==> src/rtl/sequence_serializer.sv <==
// sequence_serializer
// Parallel-to-serial bit source that feeds the sequence detector's data_in.
// Words arrive over a valid/ready handshake and leave MSB-first on serial_out,
// with each bit held for BIT_CYCLES clocks. A one-word holding buffer lets the
// producer queue the next word so consecutive words stream with no idle gap.

module sequence_serializer #(
  parameter int unsigned WIDTH      = 8,
  parameter int unsigned BIT_CYCLES = 1,
  parameter logic        IDLE_LEVEL = 1'b0
) (
  input  logic             clk,
  input  logic             reset,
  input  logic [WIDTH-1:0] load_data,
  input  logic             load_valid,
  output logic             load_ready,
  output logic             serial_out,
  output logic             bit_strobe,
  output logic             word_done,
  output logic             busy
);

  // Counter widths. Both counters keep at least one bit so that the
  // BIT_CYCLES == 1 case (cycle counter pinned at zero) stays well formed.
  localparam int unsigned BW = (WIDTH > 1)      ? $clog2(WIDTH)      : 1;
  localparam int unsigned CW = (BIT_CYCLES > 1) ? $clog2(BIT_CYCLES) : 1;

  localparam logic [BW-1:0] BIT_LAST = BW'(WIDTH - 1);
  localparam logic [CW-1:0] CYC_LAST = CW'(BIT_CYCLES - 1);

  typedef enum logic {
    IDLE  = 1'b0,
    SHIFT = 1'b1
  } state_e;

  state_e           state_q,     state_d;
  logic [WIDTH-1:0] sh_q,        sh_d;
  logic [WIDTH-1:0] hold_q,      hold_d;
  logic             hold_full_q, hold_full_d;
  logic [BW-1:0]    bit_cnt_q,   bit_cnt_d;
  logic [CW-1:0]    cyc_cnt_q,   cyc_cnt_d;
  logic             word_done_q, word_done_d;

  logic accept;
  logic cyc_end;
  logic bit_end;

  // Handshake and end-of-period decodes shared by the next-state logic.
  // Ready is forced low while reset is asserted so nothing can be accepted
  // on the edge that releases it.
  always_comb begin
    load_ready = !hold_full_q && !reset;
    accept     = load_valid && load_ready;
    cyc_end    = (cyc_cnt_q == CYC_LAST);
    bit_end    = (bit_cnt_q == BIT_LAST);
  end

  // Next-state logic. In SHIFT every clock either advances the cycle counter
  // or closes a bit period; the last bit period of a word decides whether the
  // shifter reloads from hold, reloads straight from the input (bypass), or
  // drops back to IDLE. A word offered mid-word goes into hold; hold can only
  // be written while empty because ready is low whenever it is full.
  always_comb begin
    state_d     = state_q;
    sh_d        = sh_q;
    hold_d      = hold_q;
    hold_full_d = hold_full_q;
    bit_cnt_d   = bit_cnt_q;
    cyc_cnt_d   = cyc_cnt_q;
    word_done_d = 1'b0;

    unique case (state_q)
      IDLE: begin
        if (accept) begin
          sh_d      = load_data;
          bit_cnt_d = '0;
          cyc_cnt_d = '0;
          state_d   = SHIFT;
        end
      end

      SHIFT: begin
        if (accept) begin
          hold_d      = load_data;
          hold_full_d = 1'b1;
        end

        if (!cyc_end) begin
          cyc_cnt_d = cyc_cnt_q + CW'(1);
        end else begin
          cyc_cnt_d = '0;
          if (!bit_end) begin
            bit_cnt_d = bit_cnt_q + BW'(1);
            sh_d      = {sh_q[WIDTH-2:0], 1'b0};
          end else begin
            word_done_d = 1'b1;
            bit_cnt_d   = '0;
            if (hold_full_q) begin
              sh_d        = hold_q;
              hold_full_d = 1'b0;
            end else if (accept) begin
              sh_d        = load_data;
              hold_full_d = 1'b0;
            end else begin
              state_d = IDLE;
            end
          end
        end
      end

      default: begin
        state_d = IDLE;
      end
    endcase
  end

  // State registers. Reset is asynchronous so the serial line returns to the
  // idle level immediately, discarding both the shifting and the held word.
  always_ff @(posedge clk or posedge reset) begin
    if (reset) begin
      state_q     <= IDLE;
      sh_q        <= '0;
      hold_q      <= '0;
      hold_full_q <= 1'b0;
      bit_cnt_q   <= '0;
      cyc_cnt_q   <= '0;
      word_done_q <= 1'b0;
    end else begin
      state_q     <= state_d;
      sh_q        <= sh_d;
      hold_q      <= hold_d;
      hold_full_q <= hold_full_d;
      bit_cnt_q   <= bit_cnt_d;
      cyc_cnt_q   <= cyc_cnt_d;
      word_done_q <= word_done_d;
    end
  end

  // Output decode. The serial line shows the shifter MSB only while a word is
  // in progress; the strobe marks the first clock of every bit period.
  always_comb begin
    busy       = (state_q == SHIFT);
    serial_out = busy ? sh_q[WIDTH-1] : IDLE_LEVEL;
    bit_strobe = busy && (cyc_cnt_q == '0);
    word_done  = word_done_q;
  end

endmodule
==> config.mk <==
export PLATFORM = sky130hd
export DESIGN_NAME = sequence_serializer
export DESIGN_NICKNAME = d
export VERILOG_FILES = /design/src/rtl/sequence_serializer.sv
export SDC_FILE = /design/constraint.sdc
export NUM_CORES = 1
export LEC_CHECK = 0
export ABC_AREA = 1
export BUFFER_PORTS_ARGS = -buffer_cell sky130_fd_sc_hd__buf_2
export CAP_MARGIN = 10
export CORE_ASPECT_RATIO = 1.4
export CORE_MARGIN = 3
export CORE_UTILIZATION = 50
export CTS_CLUSTER_SIZE = 8
export DETAILED_ROUTE_END_ITERATION = 10
export MAX_ROUTING_LAYER = met4
export PLACE_DENSITY = 0.77
export SYNTH_ARGS = -nofsm -noshare
export SYNTH_HDL_FRONTEND = slang
export SYNTH_SLANG_ARGS = --single-unit
==> constraint.sdc <==
create_clock -name clk -period 3 [get_ports clk]
set_clock_uncertainty 0.05 [all_clocks]
set_input_delay 0.6 -clock clk [delete_from_list [all_inputs] [get_ports clk]]
set_output_delay 0.6 -clock clk [all_outputs]
set_load 0.05 [all_outputs]
Word level (Yosys, flattened, before mapping). Index checks and enable logic that the tools add are counted.

Output and inout port bits: 5. Memory bits (read-only): 0. Register bits: 23. Bits of input ports: 11. Memories: 0. Memory bits (writable): 0. Latch bits: 0.

Reduce and logical (&&, ||, !) cells: 7. Mux-type cells: 26. Bitwise operators: 2. Equal/unequal tests: 3. Div/mod/pow operators: 0. Magnitude comparators: 0. Add/sub/neg operators: 2. Shift-type cells: 0. Multipliers: 0.

Operator list (count): $mux W8 (4); $pmux W8 S2 (1); $mux W1 (15); $mux W3 (3); $pmux W3 S2 (1); $ne A2 B2 Y1 const B (2); $pmux W1 S2 (2); $reduce_and A2 Y1 (2); $add A3 B1 Y3 const B (1); $eq A3 B3 Y1 const B (1); $logic_and A1 B1 Y1 (3); $logic_not A1 Y1 (2); $not A1 Y1 (2); $add A1 B1 Y1 const B (1).

Logic depth before layout (Yosys ltp).
Word-level depth: 8. Depth in mapped cells: 7. Gate-level depth less buffers: 7.

Least setup slack after synthesis. OpenSTA, ideal clock, no wires.

Path type: reg-to-output. Start point: register state_q, in the netlist busy. End point: output port serial_out. Required time: 2.350 ns. Cell stages (with the launch flop): 4. Arrival: 1.181 ns. Setup slack: 1.169 ns. Cell sequence: dfrtp_1 > buf_6 > nand2_1 > inv_1.

Word-level cells in the longest chain between the ends: 1.

Ends and longest elaborated chain: from (decl) (RTL line 36) `state_e state_q, state_d;`; from (signal assigned) (RTL line 129) `state_q <= state_d;`; $mux W1 (RTL line 143) `serial_out = busy ? sh_q[WIDTH-1] : IDLE_LEVEL;`; to (decl) (RTL line 17) `output logic serial_out,`.

Every way passes these cells.

Final worst setup path.
Start point: register hold_full_q. End point: output port load_ready.

Word-level cells in the longest chain between the ends: 2.

Ends and longest elaborated chain: from (decl) (RTL line 39) `logic hold_full_q, hold_full_d;`; from (signal assigned) (RTL line 132) `hold_full_q <= hold_full_d;`; $logic_not A1 Y1 (RTL line 52) `load_ready = !hold_full_q && !reset;`; $logic_and A1 B1 Y1 (RTL line 52); to (decl) (RTL line 16) `output logic load_ready,`.

Every way passes these cells.

==> impl_metrics.py <==
metrics = {
    "die": {
        "die_y_um": 61.21,
        "initial_utilization_pct": 53.87,
        "die_w_um": 45.44,
        "boundaryPins": 16,
        "design.die.area_um2": 2781,
        "rows": 19,
        "fp.coreArea_um2": 2021,
    },
    "sta": {
        "grt_setup_unrepaired": "no",
        "slew_headroom_pct": 44.99,
        "timing.final.crit_share_pct": 66.63,
        "post-route-min-period_ps": 1999,
        "setup_viol": 0,
        "hold_viol": 0,
        "worstMarginPinSlew_ps": 824.3,
        "max_freq_mhz": 500.3,
        "drv_slew": 0,
        "setup-tns-final_ps": 0,
    },
    "setup_path": {
        "slowest_delay_ps": 440,
        "startpoint": "hold_full_q",
        "cpMaxStageDelayCell": "dfrtp_1",
        "cp.required_ps": 2350,
        "worstPathCellList": "nor2_2, buf_4, buf_2",
        "ff2ff_path_depth": 6,
        "r2r-end": "sh_q[1]",
        "worstPathArrival_ps": 1350,
        "worst_setup_path_start_kind": "register",
        "critPathKind": "register to primary output",
        "r2r_slack_ps": 1400,
        "r2r-start": "bit_cnt_q[0]",
        "crit_fanout": 11,
        "end_kind": "primary output",
    },
    "detailed_routing": {
        "ant_nets": 0,
        "drt_pass1_iterations": 4,
        "wl_um": 1980,
        "drt-initial-drc-count": 42,
        "num_vias": 876,
        "drcViolationCount": 0,
        "via_per_inst": 5.214,
        "routedWlPerCell_um": 11.79,
    },
    "global_routing": {
        "grt_max_degree": 23,
        "antenna_found_initial": 0,
        "grt_pass1_vias": 827,
        "track_usage_pct": 18.49,
        "grt.met2_usage_pct": 27.54,
        "grt_use_met3_pct": 3.509,
        "grt_use_met1_pct": 22.24,
        "grt_overflow": 0,
        "busiest_layer": "met2",
        "grt_pass1_wl_um": 3546,
    },
    "clock_tree": {
        "cts.clk_slew.worst_paths_ps": 120,
        "postCtsResizedCells": 0,
        "cts_setup_buffers": 0,
        "cts_tree": "yes",
        "clkLatencyLatePin_ps": 310,
        "cts_root_buf": "clkbuf_4",
        "postCtsHoldBufs": 0,
        "cts_made_buffers": 3,
        "htree_num_levels": 1,
        "clockBufferDepth": 2,
        "clock-sinks": 22,
    },
    "yosys": {
        "ys_seq_area_share_pct": 50.57,
        "syn_area_um2": 1089,
        "ys_ff_latch": 22,
        "synth_top_area_cell": "dfrtp_1",
        "syn_inst": 133,
        "yosys-top-cells-area": "dfrtp_1 (51%), nand2_1 (11%), nand3_1 (8.7%)",
        "avgSynthCellArea_um2": 8.185,
        "yosys.cell_types.count": 15,
        "synth_nets": 146,
        "synth_top_area_share_pct": 50.57,
        "ys_warn_count": 0,
    },
    "power_and_ir_drop": {
        "powerDensity_nw_per_um2": 986.8,
        "vdd_drop_max_v": 0.0006020,
        "p_leak_nw": 0.6874,
    },
    "status": {
        "status": "finished clean",
    },
    "placement": {
        "port_buffers": 15,
        "postPlaceCellArea_um2": 1137,
        "place.gp.congestion": 0.7740,
        "hpwlAfterDp_um": 1366,
        "dp_cells": 164,
    },
    "worst_hold_path": {
        "min_path_type": "primary input to asynchronous set/reset pin",
    },
    "flow_run": {
        "maxCapViolCount": 0,
    },
    "finish": {
        "syn_to_final_growth_pct": 7.816,
        "fin_cells": 168,
        "final_area_um2": 1174,
        "utilization_pct": 58.08,
        "drive_gt1_share_pct": 16.33,
        "nNetsFinal": 161,
        "antenna_cells": 0,
    },
}
-- synth_stat cells --
master	n
buf_4	2
nand3_1	19
ha_1	2
o21ai_2	1
buf_6	4
nor2_1	8
dfrtp_1	22
nor2_2	1
inv_1	22
o21ai_0	6
o21ai_1	3
a21oi_1	8
nand2_1	33
nand2_4	1
nand3_2	1
-- flip-flops by register name (all words and copies together) (netlist names) --
register and count:
hold_q 8, sh_q 8, bit_cnt_q 3, busy 1
hold_full_q 1, word_done 1
-- metrics by stage --
step	worst slack (ps)	hold WS (ps)	power (W)
after floorplan	1169	399.4	0.0009253
after global routing	909.8	441.5	0.001283
after detailed placement	1091	419.7	0.001007
after CTS	990.8	415.7	0.001172
final	1001	391.3	0.001158
after global placement	1094	407.5	0.0009876
-- power by group --
part	internal, W	switching, W
sequential	0.000431	0.0000790
combinational	0.000154	0.000329
clock	0.0000742	0.0000910
total	0.000659	0.000499
-- layout make-up --
cell class	instances	area (um^2)
fill	194	847.1
clock buffer	4	36.28
tap	21	26.28
multi-input combinational	83	395.4
timing repair buffer	16	82.58
inverter	22	82.58
sequential	22	550.5
-- how the worst max path moves through the flow --
| stage | to | slack (ps) |
|---|---|---|
| CTS | load_ready | 990 |
| finish | load_ready | 1000 |
| floorplan | serial_out | 1170 |
| global placement | load_ready | 1090 |
| detailed placement | load_ready | 1090 |
| global route | load_ready | 910 |
-- worst max-delay path, delay by kind of cell (launching register included) --
family | cells | cell delay (ps)
flops | 1 | 440
buf+inv | 2 | 480
simple gates | 1 | 120
-- per-layer routing --
metal	vias up	wire, um
met5	-	0
met4	0	54
met3	5	60
met2	16	969
met1	413	895
li1	442	-
-- cells in the final DEF, fill, tap and decap left out, types with 3 or more instances in the layout --
cell	n
inv_1	22
o21ai_0	6
dfrtp_1	22
o21ai_1	3
clkbuf_4	3
nor2_1	8
buf_2	15
a21oi_1	8
nand3_1	19
nand2_1	33
-- cell families (layout without fill, tap and decap cells) --
group	Yosys count	after routing	share of synthesized area (%)
adders and majority gates	2	2	2.298
DFF	22	22	50.57
AOI/OAI and AO/OA	18	18	8.621
buffers and inverters	28	42	13.10
and+or+nand+nor	63	63	25.40
(Power assumes the default switching activity.)
